## config.mk

```make
export PLATFORM = sky130hd
export DESIGN_NAME = instruction_fetcher_flat
export DESIGN_NICKNAME = d
export VERILOG_FILES = /design/src/rtl/instruction_fetcher_pkg.sv /design/src/rtl/instruction_fetcher_if.sv /design/src/rtl/instruction_fetcher.sv /design/src/flat_wrapper.sv
export SDC_FILE = /design/constraint.sdc
export NUM_CORES = 1
export LEC_CHECK = 0
export ABC_AREA = 1
export CAP_MARGIN = 0
export CELL_PAD_IN_SITES_DETAIL_PLACEMENT = 1
export CELL_PAD_IN_SITES_GLOBAL_PLACEMENT = 2
export CORE_MARGIN = 2
export CORE_UTILIZATION = 23
export DETAILED_ROUTE_END_ITERATION = 7
export GPL_TIMING_DRIVEN = 0
export PLACE_DENSITY = 0.88
export SYNTH_ARGS = -nofsm -noshare
export SYNTH_HDL_FRONTEND = slang
export SYNTH_SLANG_ARGS = --single-unit
```

## constraint.sdc

```tcl
create_clock -name clk -period 1.9 [get_ports clk]
set_input_delay 0.285 -clock clk [delete_from_list [all_inputs] [get_ports clk]]
set_output_delay 0.285 -clock clk [all_outputs]
set_load 0.05 [all_outputs]
```

## src/rtl/instruction_fetcher_pkg.sv

```systemverilog
// Shared types and constants for the per-warp instruction fetch stage.
// Holds the fetcher state encoding, the instruction word type and the
// default address/instruction widths used by the interface and the top.
package instruction_fetcher_pkg;

    // Default program-memory word address width (PC width).
    localparam int DEFAULT_PROGRAM_ADDR_WIDTH = 8;

    // Width of one instruction word; instruction_t is built from it.
    localparam int DEFAULT_INSTRUCTION_WIDTH = 32;

    // Raw state encodings, kept as plain constants for legacy tooling that
    // reads the debug state bus as a number.
    localparam logic [1:0] ST_IDLE    = 2'd0;
    localparam logic [1:0] ST_REQUEST = 2'd1;
    localparam logic [1:0] ST_WAIT    = 2'd2;
    localparam logic [1:0] ST_DONE    = 2'd3;

    typedef enum logic [1:0] {
        IDLE    = ST_IDLE,
        REQUEST = ST_REQUEST,
        WAIT    = ST_WAIT,
        DONE    = ST_DONE
    } fetcher_state_t;

    // An all-zero instruction decodes as a no-op downstream.
    typedef logic [DEFAULT_INSTRUCTION_WIDTH-1:0] instruction_t;

endpackage

```

## src/rtl/instruction_fetcher_if.sv

```systemverilog
// Bundle of the scheduler, program-memory and decoder signals of the
// instruction fetcher. The master modport is the fetcher's view; the slave
// modport is the view of the surrounding scheduler/memory/decoder.
// Optional macro FETCHER_STATS_EN adds the fetch_count / stall_cycles
// statistics outputs.
interface instruction_fetcher_if
    import instruction_fetcher_pkg::*;
#(
    parameter int ADDR_W  = DEFAULT_PROGRAM_ADDR_WIDTH,
    parameter int INSTR_W = DEFAULT_INSTRUCTION_WIDTH
);

    // Scheduler request side
    logic               fetch_start;
    logic [ADDR_W-1:0]  pc;
    logic               fetch_flush;
    logic               instruction_consumed;

    // Program-memory read port
    logic               mem_read_valid;
    logic [ADDR_W-1:0]  mem_read_address;
    logic               mem_read_ready;
    logic               mem_read_data_valid;
    logic [INSTR_W-1:0] mem_read_data;

    // Decoder / debug side
    instruction_t       instruction;
    logic               instruction_valid;
    fetcher_state_t     fetcher_state;

`ifdef FETCHER_STATS_EN
    logic [31:0]        fetch_count;
    logic [31:0]        stall_cycles;

    modport master (
        input  fetch_start, pc, fetch_flush, instruction_consumed,
        output mem_read_valid, mem_read_address,
        input  mem_read_ready, mem_read_data_valid, mem_read_data,
        output instruction, instruction_valid, fetcher_state,
        output fetch_count, stall_cycles
    );

    modport slave (
        output fetch_start, pc, fetch_flush, instruction_consumed,
        input  mem_read_valid, mem_read_address,
        output mem_read_ready, mem_read_data_valid, mem_read_data,
        input  instruction, instruction_valid, fetcher_state,
        input  fetch_count, stall_cycles
    );
`else
    modport master (
        input  fetch_start, pc, fetch_flush, instruction_consumed,
        output mem_read_valid, mem_read_address,
        input  mem_read_ready, mem_read_data_valid, mem_read_data,
        output instruction, instruction_valid, fetcher_state
    );

    modport slave (
        output fetch_start, pc, fetch_flush, instruction_consumed,
        input  mem_read_valid, mem_read_address,
        output mem_read_ready, mem_read_data_valid, mem_read_data,
        input  instruction, instruction_valid, fetcher_state
    );
`endif

endinterface

```

## src/rtl/instruction_fetcher.sv

```systemverilog
// Per-warp instruction fetch stage feeding the decoder.
// A scheduler start issues one program-memory read at the given PC; the
// returned word is held with a valid flag until the scheduler consumes it.
// Supports flush (the outstanding read is still completed but its data is
// dropped) and back-to-back consume+start from DONE without an IDLE bubble.
// All outputs come straight from registers.
// Optional macro FETCHER_STATS_EN adds saturating fetch_count and
// stall_cycles counters, cleared only by reset.
module instruction_fetcher
    import instruction_fetcher_pkg::*;
#(
    parameter int PROGRAM_ADDR_WIDTH = DEFAULT_PROGRAM_ADDR_WIDTH,
    parameter int INSTRUCTION_WIDTH  = DEFAULT_INSTRUCTION_WIDTH
) (
    input  logic                  clk,
    input  logic                  reset_n,
    instruction_fetcher_if.master bus
);

    fetcher_state_t                r_state;
    logic                          r_discard;
    logic                          r_mem_read_valid;
    logic [PROGRAM_ADDR_WIDTH-1:0] r_mem_read_address;
    instruction_t                  r_instruction;
    logic                          r_instruction_valid;

    logic [INSTRUCTION_WIDTH-1:0]  w_mem_read_data;
    logic                          w_drop;
    logic                          w_response;
    logic                          w_capture;

    assign w_mem_read_data = bus.mem_read_data;

    // A response is dropped if a flush was seen earlier or arrives with it.
    assign w_drop = r_discard | bus.fetch_flush;

    // Response accepted in REQUEST only together with ready; in WAIT alone.
    assign w_response = ((r_state == REQUEST) && bus.mem_read_ready && bus.mem_read_data_valid)
                      || ((r_state == WAIT) && bus.mem_read_data_valid);

    assign w_capture = w_response & ~w_drop;

    // Fetch state machine, memory request and held-instruction registers.
    always_ff @(posedge clk or negedge reset_n) begin
        if (!reset_n) begin
            r_state             <= IDLE;
            r_discard           <= 1'b0;
            r_mem_read_valid    <= 1'b0;
            r_mem_read_address  <= '0;
            r_instruction       <= '0;
            r_instruction_valid <= 1'b0;
        end else begin
            case (r_state)
                IDLE: begin
                    if (bus.fetch_start && !bus.fetch_flush) begin
                        r_mem_read_address <= bus.pc;
                        r_mem_read_valid   <= 1'b1;
                        r_state            <= REQUEST;
                    end
                end

                REQUEST: begin
                    // Flush never retracts the request; it only marks the
                    // eventual response for discard.
                    if (bus.fetch_flush) begin
                        r_discard <= 1'b1;
                    end
                    if (bus.mem_read_ready) begin
                        r_mem_read_valid <= 1'b0;
                        if (!bus.mem_read_data_valid) begin
                            r_state <= WAIT;
                        end
                    end
                    if (w_response) begin
                        if (w_drop) begin
                            r_discard <= 1'b0;
                            r_state   <= IDLE;
                        end else begin
                            r_instruction       <= w_mem_read_data;
                            r_instruction_valid <= 1'b1;
                            r_state             <= DONE;
                        end
                    end
                end

                WAIT: begin
                    if (bus.fetch_flush) begin
                        r_discard <= 1'b1;
                    end
                    if (w_response) begin
                        if (w_drop) begin
                            r_discard <= 1'b0;
                            r_state   <= IDLE;
                        end else begin
                            r_instruction       <= w_mem_read_data;
                            r_instruction_valid <= 1'b1;
                            r_state             <= DONE;
                        end
                    end
                end

                DONE: begin
                    // Flush wins over consume and start; a start without a
                    // consume is ignored so the held word is never lost.
                    if (bus.fetch_flush) begin
                        r_instruction_valid <= 1'b0;
                        r_state             <= IDLE;
                    end else if (bus.instruction_consumed) begin
                        r_instruction_valid <= 1'b0;
                        if (bus.fetch_start) begin
                            r_mem_read_address <= bus.pc;
                            r_mem_read_valid   <= 1'b1;
                            r_state            <= REQUEST;
                        end else begin
                            r_state <= IDLE;
                        end
                    end
                end

                default: begin
                    r_state <= IDLE;
                end
            endcase
        end
    end

    assign bus.mem_read_valid    = r_mem_read_valid;
    assign bus.mem_read_address  = r_mem_read_address;
    assign bus.instruction       = r_instruction;
    assign bus.instruction_valid = r_instruction_valid;
    assign bus.fetcher_state     = r_state;

`ifdef FETCHER_STATS_EN
    logic [31:0] r_fetch_count;
    logic [31:0] r_stall_cycles;

    function automatic logic [31:0] sat_inc32(input logic [31:0] value);
        return (value == '1) ? value : value + 32'd1;
    endfunction

    // Saturating statistics: captured instructions and memory stall cycles.
    always_ff @(posedge clk or negedge reset_n) begin
        if (!reset_n) begin
            r_fetch_count  <= '0;
            r_stall_cycles <= '0;
        end else begin
            if (w_capture) begin
                r_fetch_count <= sat_inc32(r_fetch_count);
            end
            if ((r_state == REQUEST) || (r_state == WAIT)) begin
                r_stall_cycles <= sat_inc32(r_stall_cycles);
            end
        end
    end

    assign bus.fetch_count  = r_fetch_count;
    assign bus.stall_cycles = r_stall_cycles;
`endif

endmodule
```

## src/flat_wrapper.sv

```systemverilog
// flat-port wrapper written by rule: the top's interface ports become plain ports
module instruction_fetcher_flat import instruction_fetcher_pkg::*;
#(
    parameter int PROGRAM_ADDR_WIDTH = DEFAULT_PROGRAM_ADDR_WIDTH,
    parameter int INSTRUCTION_WIDTH  = DEFAULT_INSTRUCTION_WIDTH
)
  (clk, reset_n, bus_fetch_start, bus_pc, bus_fetch_flush, bus_instruction_consumed, bus_mem_read_valid, bus_mem_read_address, bus_mem_read_ready, bus_mem_read_data_valid, bus_mem_read_data, bus_instruction, bus_instruction_valid, bus_fetcher_state);
  instruction_fetcher_if bus_i ();
  input  logic clk;
  input  logic reset_n;
  input wire logic [$bits(bus_i.fetch_start)-1:0] bus_fetch_start;
  input wire logic [$bits(bus_i.pc)-1:0] bus_pc;
  input wire logic [$bits(bus_i.fetch_flush)-1:0] bus_fetch_flush;
  input wire logic [$bits(bus_i.instruction_consumed)-1:0] bus_instruction_consumed;
  output wire logic [$bits(bus_i.mem_read_valid)-1:0] bus_mem_read_valid;
  output wire logic [$bits(bus_i.mem_read_address)-1:0] bus_mem_read_address;
  input wire logic [$bits(bus_i.mem_read_ready)-1:0] bus_mem_read_ready;
  input wire logic [$bits(bus_i.mem_read_data_valid)-1:0] bus_mem_read_data_valid;
  input wire logic [$bits(bus_i.mem_read_data)-1:0] bus_mem_read_data;
  output wire logic [$bits(bus_i.instruction)-1:0] bus_instruction;
  output wire logic [$bits(bus_i.instruction_valid)-1:0] bus_instruction_valid;
  output wire logic [$bits(bus_i.fetcher_state)-1:0] bus_fetcher_state;
  assign bus_i.fetch_start = bus_fetch_start;
  assign bus_i.pc = bus_pc;
  assign bus_i.fetch_flush = bus_fetch_flush;
  assign bus_i.instruction_consumed = bus_instruction_consumed;
  assign bus_mem_read_valid = bus_i.mem_read_valid;
  assign bus_mem_read_address = bus_i.mem_read_address;
  assign bus_i.mem_read_ready = bus_mem_read_ready;
  assign bus_i.mem_read_data_valid = bus_mem_read_data_valid;
  assign bus_i.mem_read_data = bus_mem_read_data;
  assign bus_instruction = bus_i.instruction;
  assign bus_instruction_valid = bus_i.instruction_valid;
  assign bus_fetcher_state = bus_i.fetcher_state;
  instruction_fetcher #(.PROGRAM_ADDR_WIDTH(PROGRAM_ADDR_WIDTH), .INSTRUCTION_WIDTH(INSTRUCTION_WIDTH)) u_core (.clk(clk), .reset_n(reset_n), .bus(bus_i));
endmodule
```

==> impl_results.md, run 1 <==
- Outcome: complete, no violations
- Clk root buf: clkbuf_8
- Max-slew violations: 0
- Fmax: 568 MHz
- Top Metal Used: met4
- Synth Warn #: 0
- Adder-Cell Fraction of Synth Area: 3.62%
- Final Hold Fails: 0
- VDD IR max: 0.530 mV
- DR WL/cell: 13.7 um
- CTS H-tree depth: 2
- Antenna Nets Post-Route: 0
- Mux contribution to synthesized area: 0%
- Die area: 9790 sq um
- Most common cell after layout, fill and taps aside: nand2_1
- Worst-Skew Late Latency: 0.29 ns
- Layout cells sized above 1: 8.01%
- Buffer count from post-CTS setup fixing: 0
- Antenna Cells: 0
- Synthesized area: 2070 sq um
- Startpoint Class: flip-flop
- CP delay by family, top: buffers and inverters
- Met2 WL: 2.98 mm
- Compound-gate portion of the synthesized area: 1.39%
- Slew @ Worst Pin: 0.560 ns
- CP Max Fanout: 2
- Fin Hold WS: 0.475 ns
- Placed cell count: 437
- Critical path depth: 1
- Mean Syn Cell Area: 8.71 sq um
- Area Growth Syn to Fin: 56.4%
- Register bit total from synthesis: 45
- Commonest cells after routing, fill and taps aside: 100 x nand2_1, 87 x clkdlybuf4s50_1, 46 x nand3_1, 45 x dfrtp_1, 12 x inv_1
- R2r startpoint: u_core.bus.fetcher_state[1]
- Core ar.: 8720 sq um
- Syn_nets: 291
- Std-Cell Rows: 34
- Hold path depth: 2
- Vias: 1,908
- Port-buffer cells: 90
- WL met3: 286 um
- Hold Path Class: flip-flop to flip-flop
- Largest family of logic cells by synthesized area: simple AND/OR/NAND/NOR gates
- CTS tree: built
- Hpwl dp: 4.69 mm
- Worst R2R Path Depth: 8
- # setup viols final: 0
- CP max stage delay: 0.83 ns
- Crit. Startpoint: u_core.bus.instruction[24]
- Vias in the first global route: 2,027
- RePlAce Congestion: 0.786
- Tmin final: 1.76 ns
- Unrepaired setup endpoints after global routing: false
- Synth Area in Simple Gates: 34.5%
- Nets: 390
- Fin area: 3240 sq um
- Residual DRC: 0
- Cells along the critical path: clkdlybuf4s50_1
- Lkg Pwr: 0.00162 uW
- Post-synthesis cell type count: 19
- Vias per cell: 4.29
- I/O pins: 91
- Clock Path Buffers: 2
- Drt first-iter violations: 31
- Final Cycle Share: 92.6%
- Initial antenna violation count: 0
- Final wirelength: 6.08 mm
- Synth area leader: dfrtp_1
- Reg-to-reg slack, setup: 0.20 ns
- Critical Path RT: 1.62 ns
- Rel. slew slack: 62.7%
- First-pass GRT wire length: 10.0 mm
- M1 wire length: 2.78 mm
- Min-delay src: u_core.bus.instruction[13]
- WP buf/inv: 1
- Final core utilization: 37.2%
- Pwr Density: 1720 nW/um^2
- Clock Sinks: 45
- Clock transition at path regs: 0.08 ns
- Slowest CP cell: clkdlybuf4s50_1
- Post-synth top area share: 54.3%
- Die width: 98.9 um
- Crit path capture type: output pin
- Syn Inst Count: 238
- Initial Util: 23.8%
- Total GRT Usage: 12.7%
- XOR/XNOR Fraction of Synth Area: 0%
- Top cells by area, synth: dfrtp_1 54%, nand2_1 18%, nand3_1 11%, ha_1 3.6%, buf_4 2.2%
- Filler cells: 1,028
- Die height: 98.9 um
- Data arrival time of the critical path: 1.47 ns
- WS Path Type: flip-flop to output pin
- Inserted Clock Buffers: 5
- Placed Area: 3120 sq um
- Layout Cells excl Fill: 445
- Worst Skew: 0.00577 ns
- Largest net degree at the start of global routing: 25
- Max cap viols: 0
- Total power: 5590 uW
- Grt ovf: 0
- DRT Pass-1 Iters: 4
- Seq/Total Area, Yosys: 54.3%
[cells by family after synthesis]
kind of cell / after synthesis
AOI/OAI and AO/OA: 5
adders and majority gates: 6
and+or+nand+nor: 160
buffers and inverters: 22
DFF: 45
[metal layers]
layer / up-vias / global-route usage, %
met5: - / 0
met4: 0 / 2.53
met3: 4 / 2.91
met2: 50 / 21.6
met1: 897 / 16.6
li1: 957 / -
[synth_stat cells (all sizes together)]
master / number
a21oi: 1
buf: 9
dfrtp: 45
ha: 6
inv: 13
nand2: 105
nand3: 47
nand3b: 1
nand4: 2
nor2: 5
o21ai: 2
o21bai: 1
o22ai: 1
[state kept, by name, indices dropped and copies added (netlist names)]
| register | cells |
|---|---|
| u_core.bus.instruction | 32 |
| u_core.bus.mem_read_address | 8 |
| u_core.bus.fetcher_state | 2 |
| u_core.bus.instruction_valid | 1 |
| u_core.bus.mem_read_valid | 1 |
| u_core.r_discard | 1 |
[final cells by class]
type	count	area [sq um]	area share (%)
clock buffers	5	68.8	2.12
multi-input cells	171	820	25.3
clock inverters	2	35.0	1.08
flip-flops and latches	45	1130	34.7
inverters	13	48.8	1.50
repair buffers	92	931	28.7
well taps	108	135	4.17
plain buffers	9	78.8	2.43
[timing repair]
item | in CTS | in global routing
endpoints found under the setup margin | 0 | 4
gates resized for setup | 0 | 2
hold buffers | 1 | 0
endpoints found under the hold margin | 21 | 0
[worst paths after layout]
| kind | to |
|---|---|
| hold reg to reg | u_core.bus.instruction[13] |
| setup / recovery | bus_instruction[24] |
| max in group asynchronous | u_core.bus.instruction[0] |
| setup reg to reg | u_core.bus.instruction[2] |
| hold / removal | u_core.bus.instruction[13] |
| min in group asynchronous | u_core.bus.mem_read_address[0] |
[per-stage QoR]
step | setup TNS, ns | worst slack (ns)
floorplan | 0 | 0.0307
global placement | -36.40 | -0.812
detailed placement | 0 | 0.182
CTS | 0 | 0.0108
global route | 0 | 0.00120
finish | 0 | 0.141
[where the power goes]
group	internal, uW	switching [uW]
clock	383	318
sequential	1360	230
combinational	1080	2220
total	2820	2770
(Power assumes the default switching activity.)
==> run 2: changes to the inputs <==
==> constraint.sdc (replaced) <==
create_clock -name clk -period 1.9 [get_ports clk]
set_input_delay 0.285 -clock clk [delete_from_list [all_inputs] [get_ports clk]]
set_output_delay 0.285 -clock clk [all_outputs]
set_load 0.1 [all_outputs]
==> run 2 against run 1 <==
Effect of this change:
- global-route usage is 0.68 points higher
- register-to-register slack lost 0.02 ns
- flip-flop and latch count stayed put
- count of clock-buffer cells in the layout grew 2
- critical path type unchanged
==> impl_results.md, run 2 (synthesized netlist as in run 1, its figures left out) <==
- Min-delay src: u_core.bus.instruction[5]
- Hold Crit Endpoint: u_core.bus.instruction[5]
- Antenna Nets Post-Route: 0
- Commonest cells after routing, fill and taps aside: 100 x nand2_1, 46 x nand3_1, 45 x clkdlybuf4s50_1, 43 x dfrtp_1, 42 x dlygate4sd2_1
- Std-Cell Rows: 34
- Die height: 98.9 um
- Fin area: 3160 sq um
- Vias: 1,954
- Outcome: complete, no violations
- Core ar.: 8720 sq um
- Clk root buf: clkbuf_8
- Layout cells sized above 1: 8.88%
- Unrepaired setup endpoints after global routing: false
- Filler cells: 1,046
- Final Hold Fails: 0
- Drt first-iter violations: 40
- Vias in the first global route: 2,160
- Slew @ Worst Pin: 0.990 ns
- CP delay by family, top: buffers and inverters
- Clock Sinks: 45
- Hold path depth: 2
- DRT Pass-1 Iters: 4
- Total GRT Usage: 13.4%
- Placed cell count: 437
- Setup ws final: 0.0720 ns
- Most common cell after layout, fill and taps aside: nand2_1
- Reg-to-reg slack, setup: 0.18 ns
- Port-buffer cells: 90
- WP buf/inv: 1
- Largest net degree at the start of global routing: 25
- CP Max Fanout: 2
- Worst-Skew Late Latency: 0.29 ns
- Grt ovf: 0
- CP max stage delay: 0.88 ns
- Inserted Clock Buffers: 5
- Worst R2R Path Depth: 8
- Final wirelength: 6.23 mm
- Dpl ws: 0.0474 ns
- Rel. slew slack: 34.3%
- R2r startpoint: u_core.bus.fetcher_state[0]
- RePlAce Congestion: 0.782
- Vias per cell: 4.38
- I/O pins: 91
- Max-slew violations: 0
- Layout Cells excl Fill: 446
- Worst R2R End: u_core.bus.instruction[3]
- Crit path capture type: output pin
- Slowest CP cell: dlygate4sd2_1
- Fmax: 547 MHz
- Hold Path Class: flip-flop to flip-flop
- First-pass GRT wire length: 10.6 mm
- Placed Area: 3130 sq um
- Initial antenna violation count: 0
- Tmin final: 1.83 ns
- Antenna Cells: 0
- Data arrival time of the critical path: 1.54 ns
- Final Cycle Share: 96.2%
- DR WL/cell: 14.0 um
- WS Path Type: flip-flop to output pin
- Initial Util: 23.8%
- Residual DRC: 0
- Cells along the critical path: dlygate4sd2_1
- Max cap viols: 0
- Area Growth Syn to Fin: 52.4%
- Worst Skew: 0.00409 ns
- Clock Path Buffers: 2
- CTS H-tree depth: 2
- Max reg flops: 32
- Nets: 390
- Hpwl dp: 4.73 mm
- Die width: 98.9 um
- Die area: 9790 sq um
- Clock transition at path regs: 0.09 ns
- # setup viols final: 0
- CTS tree: built
- Startpoint Class: flip-flop
- Critical Path RT: 1.62 ns
run 2: worst max path at each step:
stage | start | endpoint | slack (ns) | depth (start not counted)
3_3_place_gp | reset_n | u_core.bus.fetcher_state[0] | -1.18 | 1
5_1_grt | u_core.bus.fetcher_state[0] | u_core.bus.instruction[7] | 0.01 | 8
6_report | u_core.bus.instruction[0] | bus_instruction[0] | 0.07 | 1
4_1_cts | u_core.bus.fetcher_state[1] | bus_fetcher_state[1] | 0.005 | 1
3_5_place_dp | u_core.bus.fetcher_state[0] | bus_fetcher_state[0] | 0.05 | 1
2_1_floorplan | u_core.bus.fetcher_state[1] | u_core.bus.instruction[0] | 0.02 | 8
run 2: worst register-to-register path, stage by stage, from the launching register on:
cell and delay (ns):
dfrtp_4 0.45, inv_1 0.09, ha_1 0.37, inv_1 0.09, nor2_4 0.22, nand2_4 0.13
buf_6 0.17, nand2_1 0.06, nand2_1 0.05
run 2: layout make-up:
cell class | count | area (sq um) | area share, %
repair buffers | 92 | 863 | 27.3
inverters | 13 | 48.8 | 1.54
well taps | 108 | 135 | 4.28
clock inverters | 1 | 7.51 | 0.238
clock buffers | 7 | 76.3 | 2.41
multi-input cells | 171 | 820 | 25.9
plain buffers | 9 | 78.8 | 2.49
flip-flops and latches | 45 | 1130 | 35.8
run 2: timing repair:
item / in CTS / in global routing
hold buffers: 1 / 0
endpoints found under the hold margin: 21 / 0
buffers inserted: 0 / 0
setup endpoints to repair: 44 / 2
resized for setup: 45 / 3
run 2: routing by layer:
layer / share of wire (%) / GRT usage, % / routed length, um
met1: 44 / 16.4 / 2750
met2: 50 / 23.5 / 3090
met3: 5.3 / 3.40 / 331
met4: 0.92 / 3.16 / 57
met5: 0 / 0 / 0
run 2: metrics by stage:
| step | setup TNS (ns) | utilization (%) | hold slack (ns) |
|---|---|---|---|
| floorplan | 0 | - | -0.0106 |
| global placement | -39.14 | 35.7 | 0.453 |
| detailed placement | 0 | 35.9 | 0.306 |
| CTS | 0 | 36.3 | 0.476 |
| global route | 0 | 36.2 | 0.506 |
| finish | 0 | 36.2 | 0.471 |
Power of run 2 is not shown: default switching activity piles up to over one toggle a cycle in this logic, so the estimate is an artifact.
